### src/rtl/mul_div_iter_if.sv
// Request/result bundle for the HI/LO multiply-divide unit.
// master drives the request strobe and operands; slave returns status and HI/LO.
interface mul_div_iter_if #(
    parameter int WIDTH = 32
);
    logic             Start;
    logic [3:0]       Op;
    logic [WIDTH-1:0] RData1;
    logic [WIDTH-1:0] RData2;
    logic             Busy;
    logic             Done;
    logic [WIDTH-1:0] HI_Outcome;
    logic [WIDTH-1:0] LO_Outcome;

    modport master (
        output Start, Op, RData1, RData2,
        input  Busy, Done, HI_Outcome, LO_Outcome
    );

    modport slave (
        input  Start, Op, RData1, RData2,
        output Busy, Done, HI_Outcome, LO_Outcome
    );
endinterface

### src/rtl/mul_div_iter.sv
// HI/LO multiply (fixed MUL_LATENCY) and radix-2 restoring divide (WIDTH+1 cycles); Start ignored while Busy.
// Accumulating MADD/MADDU/MSUB/MSUBU ops exist only when MUL_DIV_MADD_EN is defined.
module mul_div_iter #(
    parameter int WIDTH       = 32,
    parameter int MUL_LATENCY = 5
) (
    input  logic          clk,
    input  logic          reset,
    mul_div_iter_if.slave bus
);
    localparam logic [3:0] OP_MULT  = 4'd1;
    localparam logic [3:0] OP_MULTU = 4'd2;
    localparam logic [3:0] OP_DIV   = 4'd3;
    localparam logic [3:0] OP_DIVU  = 4'd4;
    localparam logic [3:0] OP_MTHI  = 4'd5;
    localparam logic [3:0] OP_MTLO  = 4'd6;
    localparam logic [3:0] OP_MADD  = 4'd7;
    localparam logic [3:0] OP_MADDU = 4'd8;
    localparam logic [3:0] OP_MSUB  = 4'd9;
    localparam logic [3:0] OP_MSUBU = 4'd10;

    localparam int CNT_MAX = (MUL_LATENCY > WIDTH) ? MUL_LATENCY : WIDTH;
    localparam int CW      = $clog2(CNT_MAX + 1);
    localparam logic [CW-1:0] LAT_C  = CW'(MUL_LATENCY);
    localparam logic [CW-1:0] LAST_C = CW'(WIDTH - 1);

    typedef enum logic [1:0] {IDLE, MUL, DIV, FIX} state_t;

    state_t            state, state_nx;
    logic [CW-1:0]     cnt;
    logic [3:0]        op_q;
    logic [WIDTH-1:0]  a_q, b_q, rem;
    logic [WIDTH-1:0]  hi, lo;
    logic              done;
    logic              q_neg, r_neg;

    logic              go, mul_req, div_req;
    logic              sgn_a, sgn_b;
    logic [WIDTH-1:0]  mag_a, mag_b;
    logic              signed_mul;
    logic [2*WIDTH-1:0] ext_a, ext_b, product, mul_result;
    logic [WIDTH:0]    shifted;
    logic              ge;
    logic [WIDTH-1:0]  diff, rem_nx;

    always_comb begin
        mul_req = 1'b0;
        div_req = 1'b0;
        case (bus.Op)
            OP_MULT, OP_MULTU: mul_req = 1'b1;
`ifdef MUL_DIV_MADD_EN
            OP_MADD, OP_MADDU, OP_MSUB, OP_MSUBU: mul_req = 1'b1;
`endif
            OP_DIV, OP_DIVU: div_req = 1'b1;
            default: ;
        endcase
    end

    assign go    = bus.Start && (state == IDLE);
    assign sgn_a = (bus.Op == OP_DIV) && bus.RData1[WIDTH-1];
    assign sgn_b = (bus.Op == OP_DIV) && bus.RData2[WIDTH-1];
    assign mag_a = sgn_a ? -bus.RData1 : bus.RData1;
    assign mag_b = sgn_b ? -bus.RData2 : bus.RData2;

    // Operands are sign- or zero-extended to 2*WIDTH so one multiplier serves both signednesses.
    assign signed_mul = (op_q == OP_MULT) || (op_q == OP_MADD) || (op_q == OP_MSUB);
    assign ext_a   = signed_mul ? {{WIDTH{a_q[WIDTH-1]}}, a_q} : {{WIDTH{1'b0}}, a_q};
    assign ext_b   = signed_mul ? {{WIDTH{b_q[WIDTH-1]}}, b_q} : {{WIDTH{1'b0}}, b_q};
    assign product = ext_a * ext_b;

    always_comb begin
`ifdef MUL_DIV_MADD_EN
        case (op_q)
            OP_MADD, OP_MADDU: mul_result = {hi, lo} + product;
            OP_MSUB, OP_MSUBU: mul_result = {hi, lo} - product;
            default:           mul_result = product;
        endcase
`else
        mul_result = product;
`endif
    end

    // One restoring step: a_q shifts dividend bits out and quotient bits in.
    assign shifted = {rem, a_q[WIDTH-1]};
    assign ge      = shifted >= {1'b0, b_q};
    assign diff    = shifted[WIDTH-1:0] - b_q;
    assign rem_nx  = ge ? diff : shifted[WIDTH-1:0];

    always_ff @(posedge clk or posedge reset) begin
        if (reset) state <= IDLE;
        else       state <= state_nx;
    end

    always_comb begin
        state_nx = state;
        case (state)
            IDLE: begin
                if (go && mul_req)      state_nx = MUL;
                else if (go && div_req) state_nx = DIV;
            end
            MUL:     if (cnt == LAT_C)  state_nx = IDLE;
            DIV:     if (cnt == LAST_C) state_nx = FIX;
            FIX:     state_nx = IDLE;
            default: state_nx = IDLE;
        endcase
    end

    always_ff @(posedge clk or posedge reset) begin
        if (reset) begin
            cnt   <= '0;
            op_q  <= '0;
            a_q   <= '0;
            b_q   <= '0;
            rem   <= '0;
            hi    <= '0;
            lo    <= '0;
            done  <= 1'b0;
            q_neg <= 1'b0;
            r_neg <= 1'b0;
        end else begin
            done <= 1'b0;
            case (state)
                IDLE: begin
                    if (go && mul_req) begin
                        op_q <= bus.Op;
                        a_q  <= bus.RData1;
                        b_q  <= bus.RData2;
                        cnt  <= CW'(1);
                    end else if (go && div_req) begin
                        op_q  <= bus.Op;
                        a_q   <= mag_a;
                        b_q   <= mag_b;
                        rem   <= '0;
                        cnt   <= '0;
                        q_neg <= sgn_a ^ sgn_b;
                        r_neg <= sgn_a;
                    end else if (go && bus.Op == OP_MTHI) begin
                        hi <= bus.RData1;
                    end else if (go && bus.Op == OP_MTLO) begin
                        lo <= bus.RData2;
                    end
                end
                MUL: begin
                    if (cnt == LAT_C) begin
                        {hi, lo} <= mul_result;
                        done     <= 1'b1;
                    end else begin
                        cnt <= cnt + 1'b1;
                    end
                end
                DIV: begin
                    rem <= rem_nx;
                    a_q <= {a_q[WIDTH-2:0], ge};
                    cnt <= cnt + 1'b1;
                end
                FIX: begin
                    // A zero divisor leaves HI/LO alone but still signals completion.
                    if (b_q != '0) begin
                        hi <= r_neg ? -rem : rem;
                        lo <= q_neg ? -a_q : a_q;
                    end
                    done <= 1'b1;
                end
                default: ;
            endcase
        end
    end

    assign bus.Busy       = (state != IDLE);
    assign bus.Done       = done;
    assign bus.HI_Outcome = hi;
    assign bus.LO_Outcome = lo;
endmodule

### src/flat_wrapper.sv
// flat-port wrapper written by rule: the top's interface ports become plain ports
module mul_div_iter_flat 
#(
    parameter int WIDTH       = 32,
    parameter int MUL_LATENCY = 5
)
  (clk, reset, bus_Start, bus_Op, bus_RData1, bus_RData2, bus_Busy, bus_Done, bus_HI_Outcome, bus_LO_Outcome);
  mul_div_iter_if #(.WIDTH(WIDTH)) bus_i ();
  input  logic clk;
  input  logic reset;
  input wire logic [$bits(bus_i.Start)-1:0] bus_Start;
  input wire logic [$bits(bus_i.Op)-1:0] bus_Op;
  input wire logic [$bits(bus_i.RData1)-1:0] bus_RData1;
  input wire logic [$bits(bus_i.RData2)-1:0] bus_RData2;
  output wire logic [$bits(bus_i.Busy)-1:0] bus_Busy;
  output wire logic [$bits(bus_i.Done)-1:0] bus_Done;
  output wire logic [$bits(bus_i.HI_Outcome)-1:0] bus_HI_Outcome;
  output wire logic [$bits(bus_i.LO_Outcome)-1:0] bus_LO_Outcome;
  assign bus_i.Start = bus_Start;
  assign bus_i.Op = bus_Op;
  assign bus_i.RData1 = bus_RData1;
  assign bus_i.RData2 = bus_RData2;
  assign bus_Busy = bus_i.Busy;
  assign bus_Done = bus_i.Done;
  assign bus_HI_Outcome = bus_i.HI_Outcome;
  assign bus_LO_Outcome = bus_i.LO_Outcome;
  mul_div_iter #(.WIDTH(WIDTH), .MUL_LATENCY(MUL_LATENCY)) u_core (.clk(clk), .reset(reset), .bus(bus_i));
endmodule
### config.mk
export PLATFORM = sky130hd
export DESIGN_NAME = mul_div_iter_flat
export DESIGN_NICKNAME = d
export VERILOG_FILES = /design/src/rtl/mul_div_iter_if.sv /design/src/rtl/mul_div_iter.sv /design/src/flat_wrapper.sv
export SDC_FILE = /design/constraint.sdc
export NUM_CORES = 2
export LEC_CHECK = 0
export ABC_AREA = 1
export CORE_MARGIN = 2
export CORE_UTILIZATION = 60
export CTS_BUF_LIST = sky130_fd_sc_hd__clkbuf_16
export DETAILED_ROUTE_END_ITERATION = 12
export MAX_ROUTING_LAYER = met4
export PLACE_DENSITY = 0.76
export REMOVE_ABC_BUFFERS = 1
export SETUP_SLACK_MARGIN = 0.1
export SLEW_MARGIN = 25
export SYNTH_ARGS = -nofsm -noshare
export SYNTH_HDL_FRONTEND = slang
export SYNTH_SLANG_ARGS = --single-unit
### constraint.sdc
create_clock -name clk -period 15 [get_ports clk]
set_input_delay 3 -clock clk [delete_from_list [all_inputs] [get_ports clk]]
set_output_delay 3 -clock clk [all_outputs]
set_load 0.02 [all_outputs]
==> flow_summary.yaml <==
run_status:
  outcome: "finished clean"
global_routing:
  grt_pass1_wl_mm: 338.2
  antenna_found_initial: 5
  grt_pass1_vias: 55550
  grt_remaining_overflow: 0
  grt.total_usage_pct: 43.97
  grt_max_degree: 121
worst_setup_path:
  r2r_setup_slack_ps: 4450
  slowest_delay_ps: 870
  reg2reg_to: "u_core.bus.HI_Outcome[28]$_DFFE_PP0P_"
  end_kind: "flip-flop"
  arrival_ps: 10940
  critPathKind: "reg -> reg"
  start_kind: "flip-flop"
  crit_fanout: 13
  crit_slowest_cell: "fa_1"
  critPathRequiredTime_ps: 15390
  regToRegStartpoint: "u_core.op_q[1]$_DFFE_PP0P_"
  rr_worst_depth: 30
  cp_common_cell: "fa_1"
clocking:
  cts_setup_buffers: 0
  cts_tree: "built"
  cts_max_level: 4
  cts_hold_buf: 0
  cts_buffers: 17
  clk_pin_slew_ps: 70
  cts_resized: 0
  cts_root_buffer: "clkbuf_16"
  clock_latency_ps: 470
  cts_buffer_depth: 2
  clkSinkCount: 175
sta:
  rsz0062_at_grt: "false"
  slew_viol_final: 0
  tns_ps: 0
  tightest_slew_ps: 1082
  final-hold-violation-count: 0
  finalCritPeriodShare_pct: 70.31
  fmax_mhz: 94.82
  setup_viol: 0
  clock_skew_ps: 17.97
  min_period_ps: 10550
  maxSlewHeadroom_pct: 27.26
route:
  via_count: 53150
  drc: 0
  wl_mm: 221.4
  drtIter0Drc: 5332
  detail-route-antenna-nets: 0
  post_drt_wl_per_cell_microns: 23.71
  detail_route.vias_per_cell: 5.692
  drt_pass1_iterations: 7
placed_design:
  port_buffers: 136
  placed_cells: 9303
  place.gp.congestion: 1.092
  dp_hpwl_mm: 183.1
final_layout:
  final_common_cell: "inv_1"
  fin_cells: 9338
  final_cell_mix: "2333 x inv_1, 1725 x nand2_1, 1420 x fa_1"
  fill_cells: 9125
  area_delta_synth_final_pct: 4.964
  regArea_sq_mm: 0.004384
  num-nets-final: 9784
  multiInputGateArea_sq_mm: 0.04831
  fin_util_pct: 63.63
  drive_gt1_share_pct: 2.917
floorplanning:
  core_area_sq_mm: 0.1038
  io_pins: 137
  num_rows: 118
  die_w_microns: 327.8
  die_h_microns: 327.8
  start_util_pct: 60.62
  dieArea_sq_mm: 0.1075
yosys:
  async_flop_share_pct: 100.0
  synthFlopType: "dfrtp_1"
  synth.distinct_cells: 66
  synth_warnings: 0
  synth_top_area_share_pct: 45.18
  synth_edf_count: 0
  synth_top_cell_by_area: "fa_1"
  synth_top_cells_by_area: "fa_1 45%, inv_1 14%, nand2_1 10%, ha_1 7.0%, dfrtp_1 7.0%"
  syn_inst: 8024
  ys_seq_area_share_pct: 6.960
  ys_ff_latch: 175
  syn_area_sq_mm: 0.06292
  synth_area_per_cell_sq_um: 7.841
job:
  cap_violations: 0
min_path:
  worstHoldStart: "u_core.bus.LO_Outcome[30]$_DFFE_PP0P_"
  min_path_type: "reg -> reg"
  hold_path_depth: 2
  min_to: "u_core.bus.LO_Outcome[30]$_DFFE_PP0P_"
## worst max path at each step
stage	to	slack, ps	startpoint
2_1_floorplan	u_core.bus.HI_Outcome[31]$_DFFE_PP0P_	5660	u_core.op_q[1]$_DFFE_PP0P_
3_3_place_gp	u_core.bus.HI_Outcome[31]$_DFFE_PP0P_	4810	u_core.op_q[1]$_DFFE_PP0P_
3_5_place_dp	u_core.bus.HI_Outcome[28]$_DFFE_PP0P_	4620	u_core.op_q[1]$_DFFE_PP0P_
4_1_cts	u_core.bus.HI_Outcome[28]$_DFFE_PP0P_	4580	u_core.op_q[1]$_DFFE_PP0P_
5_1_grt	u_core.bus.HI_Outcome[30]$_DFFE_PP0P_	4000	u_core.op_q[3]$_DFFE_PP0P_
6_report	u_core.bus.HI_Outcome[28]$_DFFE_PP0P_	4450	u_core.op_q[1]$_DFFE_PP0P_
## final cells by class
class	instances	area share, %
antenna	4	0.01516
clock buffer	17	0.6442
clock inverter	14	0.2899
inverter	2351	13.37
multi-input combinational	5155	73.16
sequential	175	6.639
tap	1380	2.615
timing repair buffer	242	3.266
## registers in the layout, indices dropped and copies added, names as in the netlist
signal / flops
u_core.rem: 32
u_core.bus.LO_Outcome: 32
u_core.state: 2
u_core.bus.HI_Outcome: 32
u_core.a_q: 32
u_core.cnt: 6
u_core.q_neg: 1
u_core.b_q: 32
u_core.op_q: 4
u_core.bus.Done: 1
u_core.r_neg: 1
## synth_stat cells, types with 14 or more instances
| cell type | instances |
|---|---|
| o21ai_0 | 271 |
| nor4_1 | 20 |
| nand4_1 | 37 |
| nor3_1 | 59 |
| or2_2 | 18 |
| xnor2_1 | 32 |
| dfrtp_1 | 175 |
| buf_2 | 24 |
| buf_1 | 30 |
| nand2_1 | 1726 |
| o211ai_1 | 36 |
| nand3_1 | 203 |
| nor2_1 | 388 |
| xor2_1 | 54 |
| a2bb2oi_1 | 15 |
| clkbuf_1 | 275 |
| o21ai_1 | 49 |
| a21oi_1 | 252 |
| inv_1 | 2334 |
| fa_1 | 1420 |
| a31oi_1 | 17 |
| nand3b_1 | 14 |
| a21o_1 | 16 |
| o21a_1 | 14 |
| ha_1 | 351 |
## critical path: cells and delay by family (launching register included)
kind                       cells  cell delay (ps)
AOI/OAI and AO/OA              2              380
adders and majority gates     11             6010
buffers and inverters          6              960
DFF                            1              410
and+or+nand+nor               11             2670
## routing by layer
layer / global-route usage, % / vias up / wire length [microns]
met1: 57.34 / 26390 / 85130
met4: 21.30 / 0 / 13840
met5: - / - / 0
met2: 66.02 / 3097 / 98930
li1: - / 23030 / -
met3: 8.986 / 635 / 23510
## stage by stage
step | hold slack, ps | area [sq um] | setup slack (ps)
after floorplan | 446.1 | 61500 | 5658
after global placement | 465.2 | 65410 | 4815
after detailed placement | 474.8 | 65410 | 4624
after CTS | 486.5 | 66030 | 4579
after global routing | 518.8 | 66040 | 4000
final | 483.0 | 66040 | 4453
## cell families after synthesis
group	Yosys count	share of synthesized area [%]
flops	175	6.960
simple gates	2536	16.53
compound gates	762	6.875
buf+inv	2694	16.27
xor+xnor	86	1.197
fa+ha+maj	1771	52.16
Power is left out: the tool's default activity adds up to more than one toggle a clock period on the data nets, which glitch-free logic cannot reach.
